`src/rtl/muldiv_sequencer.sv`:
```
// Control sequencer for the MUL/DIV instruction path: fetches one instruction
// and steps the datapath strobes through T0..T6, trapping unknown opcodes.
module muldiv_sequencer (
  input  logic        clk,
  input  logic        clr,
  input  logic        start,
  input  logic        mem_ready,
  input  logic [31:0] ir,
  output logic        busy,
  output logic        done,
  output logic        illegal,
  output logic        PCout,
  output logic        MARin,
  output logic        IncPC,
  output logic        Zin,
  output logic        Zlowout,
  output logic        Zhighout,
  output logic        PCin,
  output logic        Read,
  output logic        MDRin,
  output logic        MDRout,
  output logic        IRin,
  output logic        Yin,
  output logic        MUL,
  output logic        DIV,
  output logic        LOin,
  output logic        HIin,
  output logic        Rout,
  output logic [3:0]  Rsel
);

  typedef enum logic [3:0] {
    IDLE = 4'd0,
    T0   = 4'd1,
    T1   = 4'd2,
    T1W  = 4'd3,
    T2   = 4'd4,
    T3   = 4'd5,
    T4   = 4'd6,
    T5   = 4'd7,
    T6   = 4'd8,
    ERR  = 4'd9
  } state_t;

  localparam logic [4:0] OP_MUL = 5'b01111;
  localparam logic [4:0] OP_DIV = 5'b10000;

  state_t state_reg;
  state_t state_next;

  logic op_mul;
  logic op_div;
  logic unused_ir;

  assign op_mul    = (ir[31:27] == OP_MUL);
  assign op_div    = (ir[31:27] == OP_DIV);
  assign unused_ir = ^ir[18:0];

  always_ff @(posedge clk or negedge clr) begin
    if (!clr) begin
      state_reg <= IDLE;
    end else begin
      state_reg <= state_next;
    end
  end

  // Outputs depend only on the registered state (and stable ir), so they hold
  // steady for the full cycle and drop to zero as soon as clr forces IDLE.
  always_comb begin
    state_next = IDLE;
    busy       = 1'b1;
    done       = 1'b0;
    illegal    = 1'b0;
    PCout      = 1'b0;
    MARin      = 1'b0;
    IncPC      = 1'b0;
    Zin        = 1'b0;
    Zlowout    = 1'b0;
    Zhighout   = 1'b0;
    PCin       = 1'b0;
    Read       = 1'b0;
    MDRin      = 1'b0;
    MDRout     = 1'b0;
    IRin       = 1'b0;
    Yin        = 1'b0;
    MUL        = 1'b0;
    DIV        = 1'b0;
    LOin       = 1'b0;
    HIin       = 1'b0;
    Rout       = 1'b0;
    Rsel       = 4'd0;
    case (state_reg)
      IDLE: begin
        busy       = 1'b0;
        state_next = start ? T0 : IDLE;
      end
      T0: begin
        PCout      = 1'b1;
        MARin      = 1'b1;
        IncPC      = 1'b1;
        Zin        = 1'b1;
        state_next = T1;
      end
      T1: begin
        Zlowout    = 1'b1;
        PCin       = 1'b1;
        Read       = 1'b1;
        MDRin      = 1'b1;
        state_next = mem_ready ? T2 : T1W;
      end
      T1W: begin
        Read       = 1'b1;
        MDRin      = 1'b1;
        state_next = mem_ready ? T2 : T1W;
      end
      T2: begin
        MDRout     = 1'b1;
        IRin       = 1'b1;
        state_next = T3;
      end
      T3: begin
        Rout       = 1'b1;
        Yin        = 1'b1;
        Rsel       = ir[26:23];
        state_next = (op_mul || op_div) ? T4 : ERR;
      end
      T4: begin
        Rout       = 1'b1;
        Rsel       = ir[22:19];
        Zin        = 1'b1;
        MUL        = op_mul;
        DIV        = op_div;
        state_next = T5;
      end
      T5: begin
        Zlowout    = 1'b1;
        LOin       = 1'b1;
        state_next = T6;
      end
      T6: begin
        Zhighout   = 1'b1;
        HIin       = 1'b1;
        done       = 1'b1;
        state_next = IDLE;
      end
      ERR: begin
        illegal    = 1'b1;
        state_next = IDLE;
      end
      default: begin
        // Unused encodings: everything quiet, recover to IDLE.
        busy       = 1'b0;
        state_next = IDLE;
      end
    endcase
  end

endmodule

```
`config.mk`:
```
export PLATFORM = sky130hd
export DESIGN_NAME = muldiv_sequencer
export DESIGN_NICKNAME = d
export VERILOG_FILES = /design/src/rtl/muldiv_sequencer.sv
export SDC_FILE = /design/constraint.sdc
export NUM_CORES = 1
export LEC_CHECK = 0
export ABC_CLOCK_PERIOD_IN_PS = 3180
export BUFFER_PORTS_ARGS = -buffer_cell sky130_fd_sc_hd__buf_2
export CAP_MARGIN = 40
export CORE_MARGIN = 10
export CORE_UTILIZATION = 33
export CTS_CLUSTER_DIAMETER = 80
export CTS_CLUSTER_SIZE = 30
export DETAILED_ROUTE_END_ITERATION = 8
export PLACE_DENSITY = 0.84
export SYNTH_ARGS = -nofsm -noshare
export SYNTH_HDL_FRONTEND = slang
export SYNTH_SLANG_ARGS = --single-unit
```
`constraint.sdc`:
```
create_clock -name clk -period 3.18 [get_ports clk]
set_input_delay 0.159 -clock clk [delete_from_list [all_inputs] [get_ports clk]]
set_output_delay 0.159 -clock clk [all_outputs]
set_load 0.05 [all_outputs]
```
==> results of run 1 <==
==> power by group through the flow <==
stage,clock network [uW],registers [uW],logic [uW]
floorplan,0,93.1,660
global placement,0,141,680
detailed placement,0,142,687
CTS,64.4,142,689
global route,70.6,152,717
finish,59.6,146,680
==> cell usage after synthesis, drive strengths merged <==
library cell  number
o21a               1
a31oi              1
dfrtp              4
nand3              1
mux2i              1
and3               1
or3                1
buf                9
nand2              3
nor2               5
o21ai              3
nand3b             2
nand2b             5
nand4b             1
nor3b              1
o32a               1
a21oi              2
inv                3
or3b               1
a311oi             1
clkbuf             1
a22o               4
nor3               4
and4b              1
nor4b              1
==> logic make-up (layout without fill, tap and decap cells) <==
kind of cell	count (synthesis)	count (layout)	share of synthesized area, %
AO/OA/AOI/OAI	13	13	19.5
AND/OR/NAND/NOR	27	27	38.3
flip-flops	4	4	21.1
buffers and inverters	13	47	19.0
multiplexers	1	1	2.11
==> through the flow <==
step	std cells	utilization (%)	setup WS, ns
floorplan	58	-	0.634
global placement	103	46.1	1.54
detailed placement	103	46.1	1.47
CTS	107	48.5	1.22
global route	107	48.5	1.13
finish	107	48.5	1.22
==> worst max-delay path by stage <==
stage	end	cells after the start
2_1_floorplan	Zin	3
3_3_place_gp	DIV	4
3_5_place_dp	Rsel[0]	4
4_1_cts	Rsel[0]	4
5_1_grt	Rsel[0]	4
6_report	Rsel[0]	4
==> what timing repair did <==
item / 4_1_cts / 5_1_grt
hold buffers: 1 / 0
endpoints found under the hold margin: 4 / 0
endpoints found under the setup margin: 0 / 0
==> per-layer routing <==
metal / GRT usage, % / vias up
met2: 17.3 / 14
met4: 5.03 / 0
li1: - / 273
met3: 2.40 / 2
met5: 0 / -
met1: 7.40 / 247
==> final cells by class <==
class | instances | area, um^2
inverters | 3 | 11.3
repair buffers | 41 | 210
fillers | 146 | 687
well taps | 15 | 18.8
multi-input cells | 41 | 284
clock buffers | 3 | 22.5
flip-flops and latches | 4 | 100
==> tightest hold or removal path: stages <==
cell and delay, ns:
sky130_fd_sc_hd__buf_2 0.09, sky130_fd_sc_hd__o32a_1 0.13, sky130_fd_sc_hd__o21ai_1 0.06
==> results list, run 1 <==
- Summing the sequential cell areas from Yosys gives a little over a fifth of the chip area.
- TritonCTS built the clock tree.
* Worst Setup Start Kind: flop
- Final cell area excluding filler cells: 647 um^2
- The analysis attributes to cell leakage a power of 0.000373 uW.
- Cells on Worst Hold Path: 3
* Hold Path Origin: mem_ready
* Power share of the clock group: 6.7%
- For this run, the number of Yosys warnings is 0.
- The run finished with clean final reports.
- Total placed instance area: 614 um^2
- Met1 layer wirelength in the final routing: approximately 540 um
- Global-route wire length before repair: ~2400 um
- Data arrival time of the worst path: 1.80 ns
- In this run, synthesis produced a sequential element count of 4.
- Based on the critical path, the design can be clocked at up to 510 MHz.
* Overflow left after global routing: 0
- Sinks on the clock net: 4
- First-pass iteration count of the detailed router: 4
- After detailed routing, the number of remaining DRC violations is 0.
- The wire-length estimate of the detail-placed layout is 1390 um.
* Worst setup path startpoint: state_reg[0]
- The analysis attributes to net switching a power of 604 uW.
- Signal routing reaches up to met4.
* Area share of the largest cell type after synthesis: about a fifth
- Power, Total: 886 uW
* Starting DRC count in detailed routing: 6
- The slowest stage of the critical path belongs to the cell sky130_fd_sc_hd__dfrtp_1.
* Period utilization: between 60% and 70%
- Hold worst-path end: state_reg[0]
- Clock transition at the registers of the reported paths: 0.03 ns
* Num CTS Buffers: 3
* Maximum vdd ir drop: 0.604 mV
* Maximum fanout count along the critical path: 13
- Minimum period implied by the final worst setup slack: 1.96 ns
* Count of buffers inserted at the top-level ports: 40
* Number of instances resized during post-cts repair: 0
* Buf/Inv on CP: 1
- During I/O placement, the number of pins put on the boundary was 60.
- In this run the number of H-tree levels came out at 1.
* Largest clock skew in the final design: 0.0000647 ns
- Delay of the slowest critical-path stage: roughly 0.56 ns
* Weighted congestion at the end of routability-driven global placement: 0.760
* Master cell of the clock root buffer: sky130_fd_sc_hd__clkbuf_4
- The cell family contributing the most delay on the critical path is flip-flops.
- Net switching share of the total power: 68.2%
- Headroom to the max-slew limit came out at 71.8%.
- Total standard cell area after synthesis: 474 um^2
* Unique cell type count in the Yosys netlist: 30
- Setup repair after global routing left no endpoint under its margin.
* Fraction of layout cells with a size suffix above 1: a little over half
* Synthesized Nets: 94
- Via count of the first global-routing pass: 532
- The die is between 50 and 60 um wide.
* Deepest clock path buffer count: 2
- PD cells: ~1400 nW/um^2
* Register-to-Register Path Depth: 4
- Walking the worst path, the cells encountered are nand2b_1 > nor2_1 > a22o_1 > buf_2.
* Final slew viol count: 0
- The die covers 3350 um^2.
* Global router's overall resource usage: under 10%
* Metal2 WL: roughly 950 um
- FF-to-FF End: state_reg[0]
- TNS Setup: 0 ns
* Commonest cells after routing, fill and taps aside: sky130_fd_sc_hd__buf_2, sky130_fd_sc_hd__nor2_1, sky130_fd_sc_hd__nand2b_1, sky130_fd_sc_hd__a22o_1, sky130_fd_sc_hd__dfrtp_1
- Kind of end point of the critical path: output port
- The register with the most flip-flops in the layout has 4 of them.
- The biggest area contributor in the post-synthesis netlist is sky130_fd_sc_hd__dfrtp_1.
- The number of setup buffers added after CTS is 0.
- Critical path type: flop to output port
- Internal power comes to 281 uW.
- Entering global routing, the biggest net connects 14 pins.
- Setup slack on the worst reg-to-reg path comes out at 1.78 ns.
- Dividing the detail-routed wire length by the instance count gives 14.9 um.
- Placeable Area: 1330 um^2
- Setup violations remaining at the end of the flow were counted as 0.
- For the pin with the worst max-slew slack, the measured transition is approximately 0.42 ns.
- Critical R2R Launch: state_reg[0]
- The number of endpoints with negative hold slack in the final report came to 0.
- The floorplan has 13 rows.
* Cell count after synthesis: just under 60
- The clock reaches the later pin of the worst-skew pair after 0.23 ns.
* Via Count: between 500 and 600
* Number of antenna diodes: 0
- In this run the remaining antenna-violating nets after routing total 0.
- On the final layout, the worst hold slack is approximately 0.25 ns.
- Post-Route WL: about 1600 um
- The tool flagged a number of max-cap violations equal to 0.
- Count of nets after finishing: 130
- Met3 WL post-DR: 80 um
- The area growth from synthesis to layout is 36.4%.
- Mean instance size in the synthesized netlist: 8.18 um^2
* Initial antenna violation count: 0
- By area the synthesized netlist is led by sky130_fd_sc_hd__dfrtp_1, sky130_fd_sc_hd__buf_4, sky130_fd_sc_hd__a22o_1.
* Most common cell after layout, fill and taps aside: sky130_fd_sc_hd__buf_2
* Share of power burned in combinational logic: 76.8%
- The worst hold path belongs to the class input port to flop.
* Part of the power in registers: 16.5%
- Required time of the worst setup path: approximately 3.0 ns
* Vias per inst: 5.01
- Effective utilization at floorplan: 35.6%
- Vertical extent of the die: 57.9 um
(Power assumes the default switching activity.)
==> run 2, diff against run 1 <==
==> config.mk (replaced) <==
export PLATFORM = sky130hd
export DESIGN_NAME = muldiv_sequencer
export DESIGN_NICKNAME = d
export VERILOG_FILES = /design/src/rtl/muldiv_sequencer.sv
export SDC_FILE = /design/constraint.sdc
export NUM_CORES = 1
export LEC_CHECK = 0
export ABC_CLOCK_PERIOD_IN_PS = 1800
export BUFFER_PORTS_ARGS = -buffer_cell sky130_fd_sc_hd__buf_2
export CAP_MARGIN = 40
export CORE_ASPECT_RATIO = 0.8
export CORE_MARGIN = 10
export CORE_UTILIZATION = 28
export CTS_CLUSTER_DIAMETER = 80
export CTS_CLUSTER_SIZE = 30
export DETAILED_ROUTE_END_ITERATION = 8
export PLACE_DENSITY = 0.76
export SYNTH_ARGS = -nofsm -noshare
export SYNTH_HDL_FRONTEND = slang
export SYNTH_SLANG_ARGS = --single-unit
==> constraint.sdc (replaced) <==
create_clock -name clk -period 1.8 [get_ports clk]
set_input_delay 0.09 -clock clk [delete_from_list [all_inputs] [get_ports clk]]
set_output_delay 0.09 -clock clk [all_outputs]
set_load 0.05 [all_outputs]
==> run 2 against run 1 <==
Net effect: setup slack worse by 1.1 ns; critical path depth unchanged; die area up 12%; cell count up 10%; non-clock buffer count up 4; power up 88%; register-to-register slack worse by 1.2 ns; clock skew up 0.00067 ns; clock power up 81%; sequential power up 16%; largest power group unchanged.
==> results list, run 2 (synthesis results as in run 1) <==
* Boundary Pins: 60
* Post-Route WL: 1580 um
- The startpoint identified for the worst register-to-register timing path is state_reg[0].
- Maximum number of pins on one net before global-route repair: 13
- The critical path runs through a total of 4 cells.
* WL/cell: 13.4 um
- Reported net switching power: between 1000 and 1500 uW
* Max-cap violations: 0
- Top delay family on crit path: simple AND/OR/NAND/NOR gates
- Period utilization: 93.1%
- Global router's overall resource usage: under 10%
* Count of buffers inserted at the top-level ports: 40
- Hold/Removal Path Class: input port to async pin
- The max-slew violation total from the final report was 0.
* Least-Margin Pin Slew: 0.363 ns
- The clock network is responsible for ~6.5% of the overall power.
- The number of antenna diodes in the final layout is 0.
- Worst Setup Slack post-DPL: 0.358 ns
* Rows: 13
- Leaving out fill and tap cells, the most frequent cell in the layout is sky130_fd_sc_hd__buf_2.
* CP cell instances: nand2b_4 > or3_1 > nor3b_2 > buf_2
- The filler cells instantiated in the layout total 164.
- The initial antenna violation count is 0.
- The first global-routing pass estimated 2390 um of wire.
- After clock tree synthesis, the clock-pin slew on the worst setup and hold paths is around 0.04 ns.
* Effective utilization at floorplan: between 20% and 30%
- The detailed router finished its first iteration with 15 violations.
- Deepest clock path buffer count: 2
- Register-to-Register Path Depth: 4
- Die X-Extent: 66.0 um
- Crit-path slowest cell: sky130_fd_sc_hd__dfrtp_1
- The area growth from synthesis to layout is 49.6%.
- Largest clock skew in the final design: 0.000737 ns
- Along the worst path, the maximum fanout reaches 5.
- Routability-driven placement finished with a final weighted congestion of 0.858.
* Slack of the critical path: ~0.12 ns
- Total die area: 3750 um^2
- Share of power burned in combinational logic: a little over four fifths
* Number of setup buffers added after CTS: 0
- Measured along the y axis, the die boundary spans roughly 57 um.
- Number of instances resized during post-cts repair: 0
- For this design the static power due to leakage is around 0.0004 uW.
- In this run switching power makes up between 60% and 70% of total power.
- In this run the worst setup path terminates at DIV.
- Headroom to the max-slew limit: 75.1%
- Status: completed
- Internal power contribution: 558 uW
- Max FFs per register: 4
- Of the total power, registers draw 10.2%.
* Via Count: approximately 560
- Worst R2R Setup Slack: slightly above 0.6 ns
- FF-to-FF End: state_reg[1]
* Post-route DRC: 0
- Vias per inst: 4.72
- Maximum vdd ir drop: 1.14 mV
- For this run, the post-layout net count is between 100 and 150.
- Total instance count after detailed placement: 114
- Overflow left after global routing: 0
- The routed design could run at a clock period as short as 1.68 ns.
- Sinks on the clock net: 4
- Once layout is complete, the cells apart from fillers number 118.
* Required time of the worst setup path: 1.71 ns
- Depth of the CTS H-tree: 1
- Data on the critical path arrives at its endpoint at 1.59 ns.
- The root buffer cell chosen for the clock tree is sky130_fd_sc_hd__clkbuf_4.
* Achievable clock frequency: about 600 MHz
- First-pass iteration count of the detailed router: 4
- In the final layout, the share of cells above drive strength 1 is 58.3%.
- The worst setup path is captured at an output port.
* Final Hold Fails: 0
- Power, Total: 1660 uW
- In this design, the stage delay of the slowest critical-path cell is between 0.3 and 0.4 ns.
- Critical path type: flop to output port
- Setup violators final: 0
- The number of buffers and inverters on the critical path is 1.
- Via count of the first global-routing pass: 559
- Setup repair after global routing left no endpoint under its margin.
- The later pin in the worst-skew pair is clocked with a latency of 0.23 ns.
* Placeable Area: 1610 um^2
* Worst Setup Start Kind: flop
- Num CTS Buffers: 3
- In this run the power density over the cells is between 2000 and 2500 nW/um^2.
* Post-detailed-route count of antenna-violating nets: 0
- Worst setup path startpoint: state_reg[3]
* TritonCTS clock tree: done
==> run 2: power groups by stage <==
stage,registers (uW),logic [uW],clock network (uW)
floorplan,165,1200,0
CTS,170,1400,115
finish,169,1390,108
detailed placement,171,1400,0
global route,176,1480,116
global placement,170,1370,0
==> run 2: stage by stage <==
step,hold WS [ns],util (%),cell area [um^2],setup TNS (ns)
5_1_grt,0.210,44.1,709,0
2_1_floorplan,-0.206,-,498,-0.205
3_3_place_gp,-0.106,42.0,677,0
6_report,0.188,44.1,709,0
3_5_place_dp,-0.103,42.0,677,0
4_1_cts,0.177,44.1,709,0
==> run 2: area by class of cell <==
cell class | instances | area, um^2 | share of cell area, %
Timing Repair Buffer | 45 | 240 | 33.9
Clock buffer | 3 | 22.5 | 3.17
Inverter | 3 | 11.3 | 1.59
Tap cell | 22 | 27.5 | 3.88
Multi-Input combinational cell | 41 | 308 | 43.4
Sequential cell | 4 | 100 | 14.1
==> run 2: routing by layer <==
metal	vias up	global-route usage (%)	routed length, um
met5	-	0	0
li1	279	-	-
met4	0	6.27	1
met2	39	12.0	666
met3	2	5.35	307
met1	237	7.45	606
==> run 2: worst min-delay path by stage <==
| stage | end | slack (ns) |
|---|---|---|
| finish | state_reg[2] | 0.19 |
| global route | state_reg[2] | 0.21 |
| CTS | state_reg[0] | 0.18 |
| detailed placement | state_reg[2] | -0.10 |
| global placement | state_reg[3] | -0.11 |
| floorplan | state_reg[0] | -0.21 |
==> run 2: timing repair <==
action | CTS | global route
endpoints found under the setup margin | 0 | 0
endpoints found under the hold margin | 4 | 0
hold buffers | 1 | 0
==> run 2: worst reg2reg max path, stage by stage, from the launching register on <==
cell and delay (ns):
sky130_fd_sc_hd__dfrtp_1 0.40, sky130_fd_sc_hd__buf_4 0.20, sky130_fd_sc_hd__nor2_1 0.07, sky130_fd_sc_hd__nand3b_1 0.15, sky130_fd_sc_hd__a311oi_1 0.26
==> run 3, diff against run 2 <==
--- a/config.mk
+++ b/config.mk
@@ -5,12 +5,13 @@
 export SDC_FILE = /design/constraint.sdc
 export NUM_CORES = 1
 export LEC_CHECK = 0
+export ABC_AREA = 1
 export ABC_CLOCK_PERIOD_IN_PS = 1800
 export BUFFER_PORTS_ARGS = -buffer_cell sky130_fd_sc_hd__buf_2
 export CAP_MARGIN = 40
 export CORE_ASPECT_RATIO = 0.8
 export CORE_MARGIN = 10
-export CORE_UTILIZATION = 28
+export CORE_UTILIZATION = 29
 export CTS_CLUSTER_DIAMETER = 80
 export CTS_CLUSTER_SIZE = 30
 export DETAILED_ROUTE_END_ITERATION = 8
==> run 3 against run 2 <==
Net effect: sequential cell count unchanged; clock skew increased by 0.0036 ns; sequential power grew 31%; critical endpoint is now Rsel[2]; first-iteration DRC count rose by 47%; critical path depth is 2 higher; clock power up 4%; maximum frequency rose by 3.1%; sequential share of layout area grew 0.15 points; worst hold slack got worse by 0.0032 ns; design area is 0.18% higher; synthesized area rose by 5.0%.
==> results list, run 3 <==
- The post-route netlist has 44.3% of its cells at a drive strength greater than 1.
- PD cells: 2110 nW/um^2
- Among all cell types in the netlist, the one instantiated most often is sky130_fd_sc_hd__nand2_1.
* Dominant cell type by count on the critical path: sky130_fd_sc_hd__nand2_1
* Required time of the worst setup path: 1.71 ns
- The critical path goes through inv_1 > nand2_1 > nor2_4 > nand2_1 > nand2_1 > buf_2.
- In this run the biggest area consumer among cell types represents 21.9% of the synthesized area.
* Max-cap violations: 0
- The floorplan step set the die height to 57.1 um.
* Sequential area share after synthesis: approximately 20%
- The max-slew violation total from the final report is 0.
- Routability-driven placement finished with a final weighted congestion of 0.805.
* Crit-path slowest cell: sky130_fd_sc_hd__dfrtp_1
- Before antenna repair, the detailed router went through 4 iterations.
* TritonCTS clock tree: done
- The number of global-route vias before repair was between 600 and 700.
- By count the netlist is led by sky130_fd_sc_hd__nand2_1, sky130_fd_sc_hd__nor2_1, sky130_fd_sc_hd__inv_1, sky130_fd_sc_hd__buf_4.
- Ys flop type: sky130_fd_sc_hd__dfrtp_1
* Via Count: 631
- WL/cell: 10.9 um
- STA classifies the critical path startpoint as a flop.
- Dividing the final minimum period by the clock period gives 90.3%.
- Setup repair after global routing left no endpoint under its margin.
- Number of antenna diodes: 0
- Boundary Pins: 60
* Maximum number of pins on one net before global-route repair: 10
- The first global-routing pass estimated 2520 um of wire.
- Achievable clock frequency: roughly 620 MHz
- Mean instance size in the synthesized netlist: slightly below 6 um^2
- Post-detailed-route count of antenna-violating nets: 0
* Proportion of synthesized flip-flops having asynchronous set or reset: 100%
* Delay of the slowest critical-path stage: 0.42 ns
- In the synthesized netlist, the number of instances is 86.
- Total standard cell area after synthesis: 498 um^2
- Count of nets after finishing: 160
- Status: completed
- Placeable Area: 1630 um^2
- For this block, the routed nets add up to around 1600 um of wire.
* Rows: 13
* Commonest cells after routing, fill and taps aside: sky130_fd_sc_hd__buf_2, sky130_fd_sc_hd__nand2_1, sky130_fd_sc_hd__nor2_1
- Least-Margin Pin Slew: 0.370 ns
- The register with the most flip-flops in the layout has 4 of them.
* Overflow left after global routing: 0
- Final Hold Fails: 0
- The synthesized design contains 4 register bits.
- Setup violators final: 0
- For the final database, setup skew stands at between 0.004 and 0.005 ns.
- Layout-stage area growth over the synthesis result: 42.7%
- Maximum fanout count along the critical path: 7
- In this run, the number of DRC markers left after iteration 0 of detailed routing was 22.
- Counting the buffers created by CTS gives 3.
* TNS Setup: 0 ns
- Data on the critical path arrives at its endpoint at 1.54 ns.
- The number of nets in the synthesized netlist is 122.
* Minimum period implied by the final worst setup slack: 1.63 ns
- The clock net in this run drives a total of 4 sinks.
- After detailed routing, the number of vias per cell comes to about 4.4.
- Sum of net half-perimeters after detailed placement: 1380 um
- The path class of the tightest hold or removal check is input port to flop.
* Headroom to the max-slew limit: 75.3%
- EDFF count, synth: 0
* Top cell type by total area after synthesis: sky130_fd_sc_hd__nand2_1
* Initial antenna violation count: 0
- The die covers 3790 um^2.
* Maximum vdd ir drop: 0.938 mV
- Across every metal layer, demand over resource in global routing totals ~8%.
- In this run the number of H-tree levels came out at 1.
* Most common cell after layout, fill and taps aside: sky130_fd_sc_hd__buf_2
* Slack of the critical path: about 0.17 ns
- Timing analysis after detailed placement gives a worst setup slack of 0.344 ns.
* P_leak: 0.000504 uW
* Clock latency at the later pin of the worst-skew pair: 0.24 ns
- The critical path in this run is classified as flop to output port.
- The synthesized netlist contains 17 unique library cells.
* Master cell of the clock root buffer: sky130_fd_sc_hd__clkbuf_4
- Measured on the finished design, the core utilization comes to 43.7%.
- Post-route DRC: 0
- For this configuration, the core starts out at a cell density of ~31%.
- Counting along the longest clock path gives a buffer depth of 2.
* Cells taking the most area after synthesis: sky130_fd_sc_hd__nand2_1, sky130_fd_sc_hd__dfrtp_1, sky130_fd_sc_hd__buf_4
* Number of warning messages in the yosys log: 0
- Clock transition at the registers of the reported paths: 0.04 ns
- STA classifies the critical path endpoint as an output port.
- Count of buffers inserted at the top-level ports: 40
* Die X-Extent: 66.3 um
[run 3: changes by cell type in the layout (fill, tap and decap cells not counted), sizes merged, moves of 2 or more]
cell	previous run	this run
nand3b	2	0
nor3	4	1
nand2b	5	0
buf	44	40
nor2	5	17
a22o	4	0
nand3	1	5
clkinv	0	2
a21oi	2	0
nand2	3	32
inv	3	13
[run 3: cell type report]
cell class,count,area [um^2]
multi-input cells,59,290
clock buffers,3,22.5
well taps,22,27.5
fillers,198,916
flip-flops and latches,4,101
repair buffers,41,210
inverters,15,58.8
[run 3: what timing repair did]
item	4_1_cts	5_1_grt
hold buffers	1	0
endpoints found under the hold margin	4	0
buffers inserted	0	0
endpoints found under the setup margin	0	3
resized for setup	0	1
[run 3: path summary, 6_finish.rpt]
path / startpoint / end / slack, ns / cells after the start
setup reg to reg: state_reg[0] / state_reg[2] / 0.65 / 5
min in group asynchronous: clr / state_reg[0] / 0.20 / 2
hold reg to reg: state_reg[3] / state_reg[3] / 0.72 / 3
hold / removal: start / state_reg[0] / 0.18 / 5
max in group asynchronous: clr / state_reg[1] / 1.47 / 2
setup / recovery: state_reg[3] / Rsel[2] / 0.17 / 6
[run 3: where the power goes]
group          internal, uW  switching [uW]
Combinational           251             916
Sequential              130            92.6
Clock                  74.6            37.3
Total                   455            1050
[run 3: worst max-delay path: cells and delay by family, from the launching register on]
| kind | cells | cell delay [ns] |
|---|---|---|
| simple gates | 4 | 0.46 |
| buf+inv | 2 | 0.41 |
| flops | 1 | 0.42 |
[run 3: cell families (layout without fill, tap and decap cells)]
group	count (synthesis)	after routing	share of synthesized area [%]
AND/OR/NAND/NOR	56	56	52.3
buffers and inverters	23	59	24.6
flip-flops	4	4	20.1
AO/OA/AOI/OAI	3	3	3.01
[run 3: metal layers]
layer	vias to the layer above	share of wire [%]	track usage (%)	wire (um)
met5	-	0	0	0
li1	322	-	-	-
met3	2	15	4.87	232
met4	0	1.2	3.58	19
met1	270	40	8.65	627
met2	37	44	12.8	684
[run 3: metrics by stage]
step	cells	instance area [um^2]	total power [uW]	hold WS, ns
floorplan	86	513	1250	-0.206
global placement	140	677	1380	-0.106
detailed placement	140	677	1400	-0.102
CTS	144	709	1510	0.173
global route	144	711	1610	0.210
finish	144	711	1500	0.184
